<file path="config.mk">
export PLATFORM = sky130hd
export DESIGN_NAME = score_keeper_flat
export DESIGN_NICKNAME = d
export VERILOG_FILES = /design/src/rtl/score_if.sv /design/src/rtl/score_keeper.sv /design/src/flat_wrapper.sv
export SDC_FILE = /design/constraint.sdc
export NUM_CORES = 1
export LEC_CHECK = 0
export CORE_AREA = 4 4 89 91
export CTS_CLUSTER_DIAMETER = 60
export DETAILED_ROUTE_END_ITERATION = 16
export DIE_AREA = 0 0 93 95
export PLACE_DENSITY_LB_ADDON = 0.1
export SETUP_SLACK_MARGIN = 0.05
export SYNTH_ARGS = -nofsm -noshare
export SYNTH_HDL_FRONTEND = slang
export SYNTH_SLANG_ARGS = --single-unit
</file>
<file path="constraint.sdc">
create_clock -name clk -period 5.25 [get_ports clk]
set_input_delay 1.05 -clock clk [delete_from_list [all_inputs] [get_ports clk]]
set_output_delay 1.05 -clock clk [all_outputs]
set_load 0.005 [all_outputs]
</file>
<file path="src/rtl/score_if.sv">
// Control and status bundle between the game controller and the score engine.
interface score_if;
    logic        start;
    logic        collide;
    logic [13:0] game_score;
    logic [13:0] high_score;
    logic [1:0]  state;
    logic        milestone;
    logic        new_high;

    // Drives run control and observes the score outputs.
    modport master (
        output start,
        output collide,
        input  game_score,
        input  high_score,
        input  state,
        input  milestone,
        input  new_high
    );

    // The score engine itself.
    modport slave (
        input  start,
        input  collide,
        output game_score,
        output high_score,
        output state,
        output milestone,
        output new_high
    );
endinterface

</file>
<file path="src/rtl/score_keeper.sv">
// Dino-runner score engine: ticks the score while running, freezes it on
// collision and tracks the best completed run since reset.
module score_keeper #(
    parameter int unsigned TICK_DIV  = 10_000_000,
    parameter int unsigned SCORE_MAX = 9999
) (
    input logic    clk,
    input logic    rst,
    score_if.slave bus
);
    localparam int unsigned TickW = (TICK_DIV > 1) ? $clog2(TICK_DIV) : 1;
    localparam logic [TickW-1:0] TickLast = TickW'(TICK_DIV - 1);
    localparam logic [13:0] ScoreMax = 14'(SCORE_MAX);

    typedef enum logic [1:0] {
        StIdle = 2'd0,
        StRun  = 2'd1,
        StOver = 2'd2
    } state_e;

    state_e           state_q, state_d;
    logic [TickW-1:0] tick_q, tick_d;
    logic [6:0]       mod_q, mod_d;
    logic [13:0]      score_q, score_d;
    logic [13:0]      high_q, high_d;
    logic             milestone_q, milestone_d;
    logic             new_high_q, new_high_d;
    logic             tick_wrap;

    assign tick_wrap = (tick_q == TickLast);

    // State register; reset takes effect without waiting for a clock edge.
    always_ff @(posedge clk or posedge rst) begin
        if (rst) begin
            state_q     <= StIdle;
            tick_q      <= '0;
            mod_q       <= '0;
            score_q     <= '0;
            high_q      <= '0;
            milestone_q <= 1'b0;
            new_high_q  <= 1'b0;
        end else begin
            state_q     <= state_d;
            tick_q      <= tick_d;
            mod_q       <= mod_d;
            score_q     <= score_d;
            high_q      <= high_d;
            milestone_q <= milestone_d;
            new_high_q  <= new_high_d;
        end
    end

    // Next-state logic: collision beats a coincident tick, start beats collide
    // outside of RUN.
    always_comb begin
        state_d     = state_q;
        tick_d      = tick_q;
        mod_d       = mod_q;
        score_d     = score_q;
        high_d      = high_q;
        milestone_d = 1'b0;
        new_high_d  = new_high_q;

        case (state_q)
            StIdle: begin
                tick_d     = '0;
                mod_d      = '0;
                score_d    = '0;
                new_high_d = 1'b0;
                if (bus.start) begin
                    state_d = StRun;
                end
            end
            StRun: begin
                if (bus.collide) begin
                    state_d = StOver;
                    if (score_q > high_q) begin
                        high_d     = score_q;
                        new_high_d = 1'b1;
                    end
                end else if (tick_wrap) begin
                    tick_d = '0;
                    // At saturation the mod-100 counter stays on 99 so no
                    // further milestone can fire.
                    if (score_q < ScoreMax) begin
                        score_d     = score_q + 14'd1;
                        mod_d       = (mod_q == 7'd99) ? 7'd0 : mod_q + 7'd1;
                        milestone_d = (mod_q == 7'd99);
                    end
                end else begin
                    tick_d = tick_q + 1'b1;
                end
            end
            StOver: begin
                if (bus.start) begin
                    state_d    = StRun;
                    tick_d     = '0;
                    mod_d      = '0;
                    score_d    = '0;
                    new_high_d = 1'b0;
                end
            end
            default: begin
                state_d = StIdle;
            end
        endcase
    end

    assign bus.state      = state_q;
    assign bus.game_score = score_q;
    assign bus.high_score = high_q;
    assign bus.milestone  = milestone_q;
    assign bus.new_high   = new_high_q;
endmodule

</file>
<file path="src/flat_wrapper.sv">
// flat-port wrapper written by rule: the top's interface ports become plain ports
module score_keeper_flat 
#(
    parameter int unsigned TICK_DIV  = 10_000_000,
    parameter int unsigned SCORE_MAX = 9999
)
  (clk, rst, bus_start, bus_collide, bus_game_score, bus_high_score, bus_state, bus_milestone, bus_new_high);
  score_if bus_i ();
  input logic clk;
  input logic rst;
  input wire logic [$bits(bus_i.start)-1:0] bus_start;
  input wire logic [$bits(bus_i.collide)-1:0] bus_collide;
  output wire logic [$bits(bus_i.game_score)-1:0] bus_game_score;
  output wire logic [$bits(bus_i.high_score)-1:0] bus_high_score;
  output wire logic [$bits(bus_i.state)-1:0] bus_state;
  output wire logic [$bits(bus_i.milestone)-1:0] bus_milestone;
  output wire logic [$bits(bus_i.new_high)-1:0] bus_new_high;
  assign bus_i.start = bus_start;
  assign bus_i.collide = bus_collide;
  assign bus_game_score = bus_i.game_score;
  assign bus_high_score = bus_i.high_score;
  assign bus_state = bus_i.state;
  assign bus_milestone = bus_i.milestone;
  assign bus_new_high = bus_i.new_high;
  score_keeper #(.TICK_DIV(TICK_DIV), .SCORE_MAX(SCORE_MAX)) u_core (.clk(clk), .rst(rst), .bus(bus_i));
endmodule
</file>
Word level (Yosys, flattened, before mapping)
Index checks and enable logic that the tools add are counted.
Storage, ports and cells
  flip-flop bits (word level): 63
  bits of input ports: 4
  word-level logic and storage cells: 57
Cells by class
  add/subtract/negate cells: 3
  magnitude comparators: 2
  eq/ne operators: 11
  muxes and demuxes: 26
  reduce and logical (&&, ||, !) cells: 8
Operators with widths (number)
  $mux 24: 3
  $pmux 24 s3: 1
  $mux 14: 4
  $pmux 14 s3: 1
  $mux 7: 5
  $add 24x1->24 const B: 1
  $eq 24x24->1 const B: 1
  $pmux 7 s3: 1
  $add 14x1->14 const B: 1
  $gt 14x14->1: 1
  $lt 14x14->1 const B: 1
  $ne 2x1->1 const B: 4
  $add 7x1->7 const B: 1
  $eq 7x7->1 const B: 1
  $mux 1: 7
  $ne 2x2->1 const B: 3
  $reduce_and 3->1: 2
  $reduce_and 5->1: 1
  $mux 2: 2
  $pmux 2 s2: 1
  $reduce_and 4->1: 1
  $pmux 1 s3: 1
  $reduce_bool 3->1: 1
  $eq 2x1->1 const B: 1
  other kinds (4): 4

Depth between registers and ports, before layout
  depth in word-level cells: 6
  mapped depth: 8
  depth with buffers taken out: 7

Least setup slack after synthesis
No wires, ideal clock.
  path type: input to register
  start point: input bus_collide
  end point: register u_core.high_q[0], in the netlist u_core.bus.high_score[0]
  library setup time: 0.125 ns
  arrival time: 2.255 ns
  required time: 5.125 ns
  path slack: 2.870 ns
  stages on the path: 4
  buffers on the path: 1
  cells stage by stage: nand2_1 -> a211oi_1 -> buf_2 -> mux2_2
Between the ends
  longest elaborated chain between the ends: 1
RTL lines
  from (decl): line flat_wrapper.sv:12  | input wire logic [$bits(bus_i.collide)-1:0] bus_collide;
  $reduce_and 3->1 (no line)
  to (signal assigned): line score_keeper.sv:47  | high_q <= high_d;
  to (decl): line score_keeper.sv:25  | logic [13:0] high_q, high_d;
Every way passes these cells.
A chain may end at the register's enable or synchronous reset.

Worst setup path after layout
  start point: input bus_collide
  end point: register u_core.mod_q[5]
Between the ends
  longest elaborated chain between the ends: 2
RTL lines
  $ne 2x2->1 (no line)
  $reduce_and 5->1 (no line)
  to (signal assigned): line score_keeper.sv:45  | mod_q <= mod_d;
  to (decl): line score_keeper.sv:23  | logic [6:0] mod_q, mod_d;
Every way passes these cells.

==> results.sh <==
export IMPL_outcome="finished clean"
export IMPL_nets=422
export IMPL_die_x_um=93
export IMPL_avgSynthCellArea_um2=9.71
export IMPL_drtPass1Iterations=4
export IMPL_syn_instance_count=363
export IMPL_crit_slowest_cell="nor3b_1"
export IMPL_p_switching_w=0.000423
export IMPL_drtIter0Drc=153
export IMPL_final_max_slew_viol_count=0
export IMPL_arrival_ns=3.22
export IMPL_synthesis_area_mm2=0.00352
export IMPL_leakage_nw=1.76
export IMPL_grt_max_degree=47
export IMPL_rr_startpoint="u_core.bus.game_score[11]"
export IMPL_core_area_mm2=0.00714
export IMPL_grt_util_met3_pct=3.35
export IMPL_seqPwrFrac_pct=42.7
export IMPL_ios=36
export IMPL_r2r_end="u_core.bus.high_score[6]"
export IMPL_p_clk_share_pct=31.7
export IMPL_num_antenna_cells=0
export IMPL_clock_sinks=63
export IMPL_crit_required_ns=5.51
export IMPL_cp_common_cell="a21oi_1"
export IMPL_reg2regPathDepth=6
export IMPL_cts_setup_buffers=0
export IMPL_final_hold_viol_count=0
export IMPL_grt_overflow_total=0
export IMPL_clockBufferDepth=2
export IMPL_ff_latch_area_mm2=0.00158
export IMPL_busiest_layer="met2"
export IMPL_hold_end="u_core.bus.new_high"
export IMPL_finalClockSkew_ns=0.00937
export IMPL_grt_use_met2_pct=34.1
export IMPL_hold_path_class="register to register"
export IMPL_ys_async_sr_fraction_pct=100
export IMPL_path_max_fanout=7
export IMPL_p_int_w=0.000816
export IMPL_setup_tns_final_ns=0
export IMPL_setup_viol=0
export IMPL_max_slew_worst_pin_slew_ns=1.15
export IMPL_gr_usage_all_layers_pct=19.3
export IMPL_multi_input_area_mm2=0.00183
export IMPL_root_buffer="clkbuf_8"
export IMPL_synth_nets=384
export IMPL_clkSlewWorstSetupHoldPaths_ns=0.07
export IMPL_antenna_left=0
export IMPL_critical_path_endpoint_type="register"
export IMPL_fin_area_mm2=0.00415
export IMPL_synth_distinct_cells=50
export IMPL_rows=31
export IMPL_gp_congestion=0.806
export IMPL_fin_crit_ns=2.96
export IMPL_nFillCells=659
export IMPL_grt_pass1_wl_um=13400
export IMPL_grt_pass1_vias=2876
export IMPL_antenna_found_initial=0
export IMPL_worstSetupPathType="input port to register"
export IMPL_postCtsResizedCells=0
export IMPL_yosysWarnings=0
export IMPL_routed_wl_um=7940
export IMPL_crit_chain="clkdlybuf4s50_1 -> nor3b_1 -> nand4_1 -> nor4_1 -> a21oi_1 -> a21oi_1"
export IMPL_port_buffers=35
export IMPL_rsz0062_at_grt="no"
export IMPL_grtUsageMet1_pct=22.9
export IMPL_synth_edff_count=0
export IMPL_drive_gt1_share_pct=9.63
export IMPL_synth_ff_type="dfrtp_1"
export IMPL_ir_drop_uv=154
export IMPL_cts_hold_buffers=0
export IMPL_drc=0
export IMPL_wl_per_cell_um=15.7
export IMPL_start_util_pct=49.4
export IMPL_layout_area_overhead_vs_synth_pct=17.8
export IMPL_whs_path_depth=1
export IMPL_die_y_um=95
export IMPL_numCtsBuffers=9
export IMPL_maxCapViolCount=0
export IMPL_netSwitchingFraction_pct=34.1
export IMPL_die_area_mm2=0.00884
export IMPL_powerDensity_mw_per_mm2=299
export IMPL_fmax_ghz=0.337
export IMPL_via_per_inst=5.73
export IMPL_dpl_cell_area_mm2=0.00397
export IMPL_pwr_share_comb_pct=25.7
export IMPL_max_slew_margin_pct=23.3
export IMPL_ys_ff_latch=63
export IMPL_min_period_over_period_pct=56.5
export IMPL_yosysSeqAreaShare_pct=44.7
export IMPL_hp_start="u_core.bus.new_high"
export IMPL_cts_tree="done"
export IMPL_vias=2888
export IMPL_ff2ff_setup_slack_ns=2.53
export IMPL_clk_latency_ns=0.33
export IMPL_hpwl_um=5670
export IMPL_htreeDepth=3
export IMPL_start_kind="input port"
export IMPL_max_stage_delay_ns=0.75
area by class of cell:
| cell class | instances | area share (%) |
|---|---|---|
| clock buffer | 10 | 3.08 |
| clock inverter | 5 | 1.21 |
| inverter | 19 | 1.72 |
| multi-input combinational | 271 | 44.2 |
| sequential | 63 | 38.0 |
| tap | 99 | 2.99 |
| timing repair buffer | 37 | 8.81 |
cell families after synthesis:
logic type	after synthesis	synth area share [%]
flops	63	44.7
compound gates	66	12.7
fa+ha+maj	17	6.04
mux	15	4.76
buf+inv	29	3.34
simple gates	152	23.2
xor+xnor	21	5.22
flip-flops by register name, summed over array words and instances (netlist names):
| register | flops |
|---|---|
| u_core.tick_q | 24 |
| u_core.bus.game_score | 14 |
| u_core.bus.high_score | 14 |
| u_core.mod_q | 7 |
| u_core.bus.state | 2 |
| u_core.bus.milestone | 1 |
| u_core.bus.new_high | 1 |
synth_stat cells (3+ instances only):
library cell  number  share of area [%]
a21oi_1           18                2.6
a22o_1             3               0.75
and3_1             7                1.2
and4_1             4               0.99
buf_2              4               0.57
clkbuf_1           5               0.53
dfrtp_1           63                 45
ha_1              17                6.0
inv_1             19                2.0
mux2_2            14                4.5
nand2_1           33                3.5
nand2b_1           4               0.71
nand3_1           18                2.6
nand4_1           17                3.0
nor2_1            31                3.3
nor3_1            11                1.6
nor4_1             8                1.4
o211ai_1           5                1.1
o21ai_0            8                1.1
o311ai_0           3               0.75
o311ai_1           5                1.2
o31ai_1            8                1.7
xnor2_1           12                3.0
xor2_1             9                2.2
how the worst max path moves through the flow:
stage,slack (ns),start,endpoint,cells after the start
after floorplan,2.63,rst,u_core.bus.game_score[0],1
after global placement,2.04,bus_collide,u_core.mod_q[3],6
after detailed placement,1.96,bus_collide,u_core.mod_q[5],6
after CTS,2.31,bus_collide,u_core.mod_q[4],6
after global routing,1.99,bus_collide,u_core.mod_q[5],6
final,2.29,bus_collide,u_core.mod_q[5],6
critical path: cells and delay by family:
kind | cells | cell delay [ns]
compound gates | 2 | 0.27
simple gates | 3 | 1.42
buf+inv | 1 | 0.47
placed cells by master (no fill, tap or decap), types with 4 or more instances in the layout:
cell type and count:
dfrtp_1 63, clkinv_2 4, nor4_1 8, nor3_1 11, xnor2_1 12, o21ai_0 8, nand3_1 18, nand2_1 33
nand2b_1 4, mux2_2 14, clkbuf_8 9, o211ai_1 5, and4_1 4, nor2_1 31, clkdlybuf4s50_1 35, o31ai_1 8
xor2_1 9, and3_1 7, a21oi_1 18, o311ai_1 5, inv_1 18, nand4_1 17, ha_1 17
metrics by stage:
stage | hold slack, ns | instances | total power [W] | util, % | setup slack, ns
2_1_floorplan | 0.452 | 363 | 0.000743 | - | 2.63
3_3_place_gp | 0.475 | 489 | 0.000857 | 55.6 | 2.04
3_5_place_dp | 0.480 | 489 | 0.000857 | 55.6 | 1.96
4_1_cts | 0.496 | 504 | 0.00125 | 58.1 | 2.31
5_1_grt | 0.503 | 504 | 0.00131 | 58.1 | 1.99
6_report | 0.494 | 504 | 0.00124 | 58.1 | 2.29
layer usage:
metal | share of wire (%) | wire length (µm) | vias up
li1 | - | - | 1413
met1 | 44 | 3490 | 1410
met2 | 52 | 4110 | 56
met3 | 2.9 | 234 | 9
met4 | 1.2 | 98 | 0
met5 | 0 | 0 | -
power by group through the flow:
stage / sequential, W / clock [W] / combinational, W
floorplan: 0.000536 / 0 / 0.000206
global placement: 0.000538 / 0 / 0.000319
finish: 0.000529 / 0.000392 / 0.000318
detailed placement: 0.000538 / 0 / 0.000319
CTS: 0.000528 / 0.000403 / 0.000322
global route: 0.000533 / 0.000425 / 0.000350
Note: power is estimated with default switching activity, not from simulation.
